$ cat config.mk
export PLATFORM = sky130hd
export DESIGN_NAME = serial_subtractor
export DESIGN_NICKNAME = d
export VERILOG_FILES = /design/src/rtl/serial_subtractor_pkg.sv /design/src/rtl/serial_subtractor_full_subtractor.sv /design/src/rtl/serial_subtractor.sv
export SDC_FILE = /design/constraint.sdc
export NUM_CORES = 1
export LEC_CHECK = 0
export CAP_MARGIN = 0
export CORE_MARGIN = 2
export CORE_UTILIZATION = 30
export CTS_CLUSTER_SIZE = 24
export DETAILED_ROUTE_END_ITERATION = 7
export GPL_TIMING_DRIVEN = 0
export SYNTH_ARGS = -nofsm -noshare
export SYNTH_HDL_FRONTEND = slang
export SYNTH_SLANG_ARGS = --single-unit
$ cat constraint.sdc
create_clock -name clk -period 3 [get_ports clk]
set_input_delay 0.6 -clock clk [delete_from_list [all_inputs] [get_ports clk]]
set_output_delay 0.6 -clock clk [all_outputs]
set_load 0.05 [all_outputs]
$ cat src/rtl/serial_subtractor_pkg.sv
// Shared types and defaults for the bit-serial subtractor.
package serial_subtractor_pkg;

  typedef enum logic [1:0] {
    IDLE  = 2'd0,
    SHIFT = 2'd1,
    DONE  = 2'd2
  } state_t;

  localparam int DEFAULT_WIDTH = 8;

endpackage

$ cat src/rtl/serial_subtractor_full_subtractor.sv
// One-bit full subtractor, combinational: two cascaded half subtractors, borrow-out is the OR of both borrows.
module full_subtractor (
  input  logic x,
  input  logic y,
  input  logic bin,
  output logic d,
  output logic bo
);

  logic hs1_d;
  logic hs1_b;
  logic hs2_b;

  assign hs1_d = x ^ y;
  assign hs1_b = ~x & y;

  assign d     = hs1_d ^ bin;
  assign hs2_b = ~hs1_d & bin;

  assign bo = hs1_b | hs2_b;

endmodule

$ cat src/rtl/serial_subtractor.sv
// Bit-serial unsigned subtractor, LSB first: start accepted in IDLE, WIDTH busy cycles, then a one-cycle done.
// Latency WIDTH+1 cycles from acceptance to done; start is ignored while busy or done.
module serial_subtractor
  import serial_subtractor_pkg::*;
#(
  parameter int WIDTH = DEFAULT_WIDTH
) (
  input  logic             clk,
  input  logic             rst_n,
  input  logic             start,
  input  logic [WIDTH-1:0] a,
  input  logic [WIDTH-1:0] b,
  output logic             busy,
  output logic             done,
  output logic [WIDTH-1:0] diff,
  output logic             bout
);

  localparam int CW = $clog2(WIDTH) + 1;
  localparam logic [CW-1:0] LAST_BIT = CW'(WIDTH - 1);

  state_t           state_q, state_d;
  logic [WIDTH-1:0] a_q, a_d;
  logic [WIDTH-1:0] b_q, b_d;
  // Only the low WIDTH-1 result bits are kept; the MSB goes straight from the
  // subtractor into diff on the final shift cycle.
  logic [WIDTH-2:0] work_q, work_d;
  logic             br_q, br_d;
  logic [CW-1:0]    cnt_q, cnt_d;
  logic [WIDTH-1:0] diff_q, diff_d;
  logic             bout_q, bout_d;

  logic fs_d;
  logic fs_bo;

  full_subtractor u_fs (
    .x   (a_q[0]),
    .y   (b_q[0]),
    .bin (br_q),
    .d   (fs_d),
    .bo  (fs_bo)
  );

  always_comb begin
    state_d = state_q;
    a_d     = a_q;
    b_d     = b_q;
    work_d  = work_q;
    br_d    = br_q;
    cnt_d   = cnt_q;
    diff_d  = diff_q;
    bout_d  = bout_q;

    case (state_q)
      IDLE: begin
        if (start) begin
          a_d     = a;
          b_d     = b;
          br_d    = 1'b0;
          cnt_d   = '0;
          state_d = SHIFT;
        end
      end
      SHIFT: begin
        a_d              = a_q >> 1;
        b_d              = b_q >> 1;
        br_d             = fs_bo;
        cnt_d            = cnt_q + CW'(1);
        work_d           = work_q >> 1;
        work_d[WIDTH-2]  = fs_d;
        if (cnt_q == LAST_BIT) begin
          diff_d  = {fs_d, work_q};
          bout_d  = fs_bo;
          state_d = DONE;
        end
      end
      DONE: begin
        state_d = IDLE;
      end
      default: begin
        state_d = IDLE;
      end
    endcase
  end

  always_ff @(posedge clk or negedge rst_n) begin
    if (!rst_n) begin
      state_q <= IDLE;
      a_q     <= '0;
      b_q     <= '0;
      work_q  <= '0;
      br_q    <= 1'b0;
      cnt_q   <= '0;
      diff_q  <= '0;
      bout_q  <= 1'b0;
    end else begin
      state_q <= state_d;
      a_q     <= a_d;
      b_q     <= b_d;
      work_q  <= work_d;
      br_q    <= br_d;
      cnt_q   <= cnt_d;
      diff_q  <= diff_d;
      bout_q  <= bout_d;
    end
  end

  assign busy = (state_q == SHIFT);
  assign done = (state_q == DONE);
  assign diff = diff_q;
  assign bout = bout_q;

endmodule
Yosys cells after proc, flatten, opt, wreduce, memory -nomap -nowiden

Index checks and enable logic that the tools add are counted.

Output and inout bits: 11
Memories kept: 0
RAM bits: 0
Bits in latches: 0
Memory bits (read-only): 0
Bits of input ports: 19
Word-level logic and storage cells: 37
Register bits after elaboration: 39

$lt $le $gt $ge: 0
$mul: 0
Shift-type cells: 0
Reductions and logical operators: 5
Equality and inequality tests: 5
Bitwise gates (word level): 7
Div/mod/pow operators: 0
$add $sub $neg: 1
Muxes and demuxes: 11

Operators by type and width:

| operator                                                         | count |
|---|---|
| 8-bit one-hot mux with 2 select lines                            | 2 |
| 8-bit 2-to-1 mux                                                 | 2 |
| 4-bit one-hot mux with 2 select lines                            | 1 |
| 2-bit AND reduction                                              | 3 |
| 4-bit by 1-bit adder with 4-bit output (second input constant)   | 1 |
| 4-bit by 3-bit == test with 1-bit output (second input constant) | 1 |
| 2-bit 2-to-1 mux                                                 | 2 |
| 4-bit 2-to-1 mux                                                 | 1 |
| 2-bit one-hot mux with 2 select lines                            | 1 |
| 1-bit bitwise AND                                                | 2 |
| 2-bit by 1-bit == test with 1-bit output (second input constant) | 1 |
| 2-bit == test (second input constant)                            | 1 |
| 2-bit logical NOT                                                | 1 |
| 2-bit by 1-bit != test with 1-bit output (second input constant) | 1 |
| 2-bit != test (second input constant)                            | 1 |
| 1-bit inverter                                                   | 2 |
| 1-bit one-hot mux with 2 select lines                            | 1 |
| 2-bit nonzero test                                               | 1 |
| 1-bit XOR                                                        | 2 |
| 1-bit 2-to-1 mux                                                 | 1 |
| 1-bit OR                                                         | 1 |

Depth between registers and ports, before layout

Word-level depth: 5
Gate-level depth with buffers: 6
Depth with buffers taken out: 4

Modules after synthesis

Synthesis repeated with hierarchy kept, for this count alone.

Cell total of the unflattened synthesis: 153
Area, all modules: 1659.1 sq um

Modules (own cells, without submodules):

| module            | sequential area each (sq um) | times used | area each (sq um) | cells an instance |
|---|---|---|---|---|
| serial_subtractor | 975.9                        | 1          | 1627.8            | 149 |
| full_subtractor   | 0.0                          | 1          | 31.3              | 4 |

Worst setup path after synthesis

OpenSTA, ideal clock, no wires.

Path kind: reg2out
From: register state_q[0]
To: output port done
Stages on the path, launching flop included: 4
Buffers on the path: 2
Required time: 2.400 ns
Arrival: 1.416 ns
Slack: 0.984 ns
Cells stage by stage: dfrtp_1 > buf_2 > buf_2 > nor2_1

Cells in the longest elaborated chain, start to end: 1

RTL lines:

| element                | RTL line                 | RTL |
|---|---|---|
| from (decl)            | serial_subtractor.sv:22  | `state_t state_q, state_d;` |
| from (signal assigned) | serial_subtractor.sv:97  | `state_q <= state_d;` |
| 2-bit == test          | serial_subtractor.sv:109 | `assign done = (state_q == DONE);` |
| to (decl)              | serial_subtractor.sv:14  | `output logic done,` |

No other way between the ends.

Final worst setup path

From: register state_q[1]
To: output port busy

Cells in the longest elaborated chain, start to end: 1

RTL lines:

| element                                  | RTL line                 | RTL |
|---|---|---|
| 2-bit by 1-bit == test with 1-bit output | serial_subtractor.sv:108 | `assign busy = (state_q == SHIFT);` |
| to (decl)                                | serial_subtractor.sv:13  | `output logic busy,` |

No other way between the ends.

==> flow_metrics.py <==
metrics = {
    "sta": {
        "fin_setup_tns_ns": 0,
        "maxSlewHeadroom_pct": 63.9,
        "hold_violations": 0,
        "slew_violations": 0,
        "whs_ns": 0.139,
        "post-route-period-util_pct": 92.2,
        "rsz0062_at_grt": "no",
        "skew_ns": 0.00360,
        "tightest_slew_ns": 0.540,
        "fin_crit_ns": 2.77,
        "finalSetupViolCount": 0,
        "fmax_mhz": 361,
    },
    "worst_setup_path": {
        "crit_required_ns": 2.40,
        "cp-start-kind": "flip-flop",
        "cp_max_fo": 10,
        "critPathKind": "reg -> out",
        "cp.arrival_ns": 2.17,
        "crit_slowest_cell": "clkdlybuf4s50_1",
        "crit_chain": "buf_6 > nand2b_4 > buf_2 > clkinv_1 > clkdlybuf4s50_1",
        "critPathCaptureType": "primary output",
        "max_stage_delay_ns": 0.78,
    },
    "cts": {
        "cts_inserted_buffers": 5,
        "cts_root_buf": "clkbuf_8",
        "clock-sinks": 39,
        "cts_tree": "built",
        "clk_latency_ns": 0.28,
        "clk_pin_slew_ns": 0.07,
        "cts_setup_buffers": 0,
        "clockBufferDepth": 2,
        "post_cts_resized": 0,
        "htreeDepth": 2,
        "hold_buffers": 0,
    },
    "route": {
        "drtIter0Drc": 63,
        "wirelength_mm": 3.39,
        "drc": 0,
        "post_drt_wl_per_cell_um": 13.0,
        "post_drt_via_cell_ratio": 4.67,
        "dr.pass1.iters": 4,
        "drtAntennaViolNets": 0,
        "dr_total_vias": 1219,
    },
    "floorplanning": {
        "die_w_um": 78.1,
        "rows": 26,
        "ios": 30,
        "core_mm2": 0.00520,
        "dieArea_mm2": 0.00611,
        "initial_core_util_pct": 31.7,
        "die_h_um": 78.1,
    },
    "synth": {
        "syn_inst": 153,
        "seq_area_frac_synth_pct": 59.2,
        "yosys.cell_types.count": 24,
        "yosys_register_bits": 39,
        "syn_area_mm2": 0.00165,
        "synthTopCellsByArea": "dfrtp_1 (59%), nand2_1 (9.1%), a22oi_1 (6.4%)",
        "syn-num-nets": 174,
        "synth_top_area_share_pct": 59.2,
        "synth.avg_cell_area_um2": 10.8,
        "yosysWarnings": 0,
        "yosys.area.top_type": "dfrtp_1",
    },
    "placement": {
        "placed_cells": 253,
        "port_buffers": 29,
        "gp_congestion": 0.777,
        "dp.final_hpwl_mm": 2.30,
    },
    "power": {
        "power.switching_uw": 940,
        "sw_frac_of_total_pct": 41.6,
        "pwr-share-comb_pct": 45.5,
        "power_density_mw_per_mm2": 1060,
        "power_leakage_uw": 0.000913,
        "ir_drop_uv": 504,
        "p_seq_share_pct": 39.6,
        "clkPwrFrac_pct": 14.9,
        "internal_power_uw": 1320,
    },
    "finish": {
        "nNetsFinal": 211,
        "final_common_cell": "nand2_1",
        "most-common-layout-cells": "nand2_1 (40), dfrtp_1 (39), clkdlybuf4s50_1 (28), o21ai_0 (17), a22oi_1 (14)",
        "syn_to_final_growth_pct": 28.8,
        "final_cell_count_no_fill": 261,
        "layout-drive-gt1-share_pct": 12.6,
        "insertedDiodeCount": 0,
    },
    "grt": {
        "first_global_vias": 1292,
        "antenna_found_initial": 0,
        "grt_pass1_wl_mm": 6.11,
        "grt_remaining_overflow": 0,
        "grt_max_degree": 35,
        "grt_usage_pct": 12.6,
    },
    "outcome": {
        "status": "completed",
    },
    "min_path": {
        "hold_class": "in -> async",
    },
    "job": {
        "max-cap-violations": 0,
    },
}
[sequential cells by signal, summed over array words and instances (netlist names)]
register	count
work_q	7
bout	1
cnt_q	4
br_q	1
a_q	8
b_q	8
diff	8
state_q	2
[cells by family (layout without fill, tap and decap cells)]
kind of cell	count (synthesis)	count (layout)	synth area share, %
AO/OA/AOI/OAI	37	37	14.3
adder cells (fa/ha/maj)	2	2	1.97
buffers and inverters	13	51	3.72
flip-flops	39	39	59.2
multiplexers	10	10	6.75
AND/OR/NAND/NOR	52	52	14.0
[synth_stat cells, drive strengths merged]
library cell	instances
a21oi	1
a22o	2
a22oi	14
a31oi	1
a32o	1
buf	5
clkbuf	3
clkinv	1
dfrtp	39
fa	1
ha	1
inv	4
mux2	9
mux2i	1
nand2	40
nand2b	1
nand3	3
nor2	3
nor2b	3
nor3	1
o21ai	17
o21bai	1
or3	1
[layout make-up]
class                      instances  area (um2)
buffer                             8        42.5
sequential                        39         976
inverter                           5        18.8
fill                             548        3080
clock buffer                       7        76.3
timing repair buffer              30         305
tap                               70        87.6
clock inverter                     1        5.00
multi-input combinational        101         612
[worst paths after layout]
path,slack [ns],start,depth (start not counted),to
worst min-delay path,0.14,rst_n,1,diff[1]
worst max register to register,1.36,state_q[1],4,diff[6]
worst min register to register,0.49,work_q[0],2,work_q[0]
max in group asynchronous,2.44,rst_n,2,a_q[4]
min in group clk,0.49,work_q[0],2,work_q[0]
worst max-delay path,0.23,state_q[1],5,busy
[layer usage]
layer	GRT usage, %	part of all wire, %	up-vias
li1	-	-	599
met1	16.9	49	599
met2	19.7	47	19
met3	3.10	3.0	2
met4	4.74	0.85	0
met5	0	0	-
[power by group through the flow]
stage,clock network (uW),logic (uW),registers [uW]
2_1_floorplan,0,547,1070
3_3_place_gp,0,1020,902
3_5_place_dp,0,1040,906
4_1_cts,354,1050,897
5_1_grt,374,1140,931
6_report,336,1030,894
[worst max-delay path: cells and delay by family (launching register included)]
family | cells | cell delay [ns]
buffers and inverters | 4 | 1.39
flip-flops | 1 | 0.34
AND/OR/NAND/NOR | 1 | 0.14
[metrics by stage]
| step | area [um2] | setup slack [ns] | util (%) | power, uW |
|---|---|---|---|---|
| final | 2120 | 0.233 | 40.8 | 2260 |
| after global routing | 2120 | 0.0957 | 40.8 | 2450 |
| after CTS | 2120 | 0.192 | 40.8 | 2300 |
| after detailed placement | 2040 | 0.523 | 39.2 | 1950 |
| after global placement | 2030 | 0.295 | 38.9 | 1920 |
| after floorplan | 1650 | 0.984 | - | 1620 |
No activity file was read; power rests on OpenSTA's default activity.
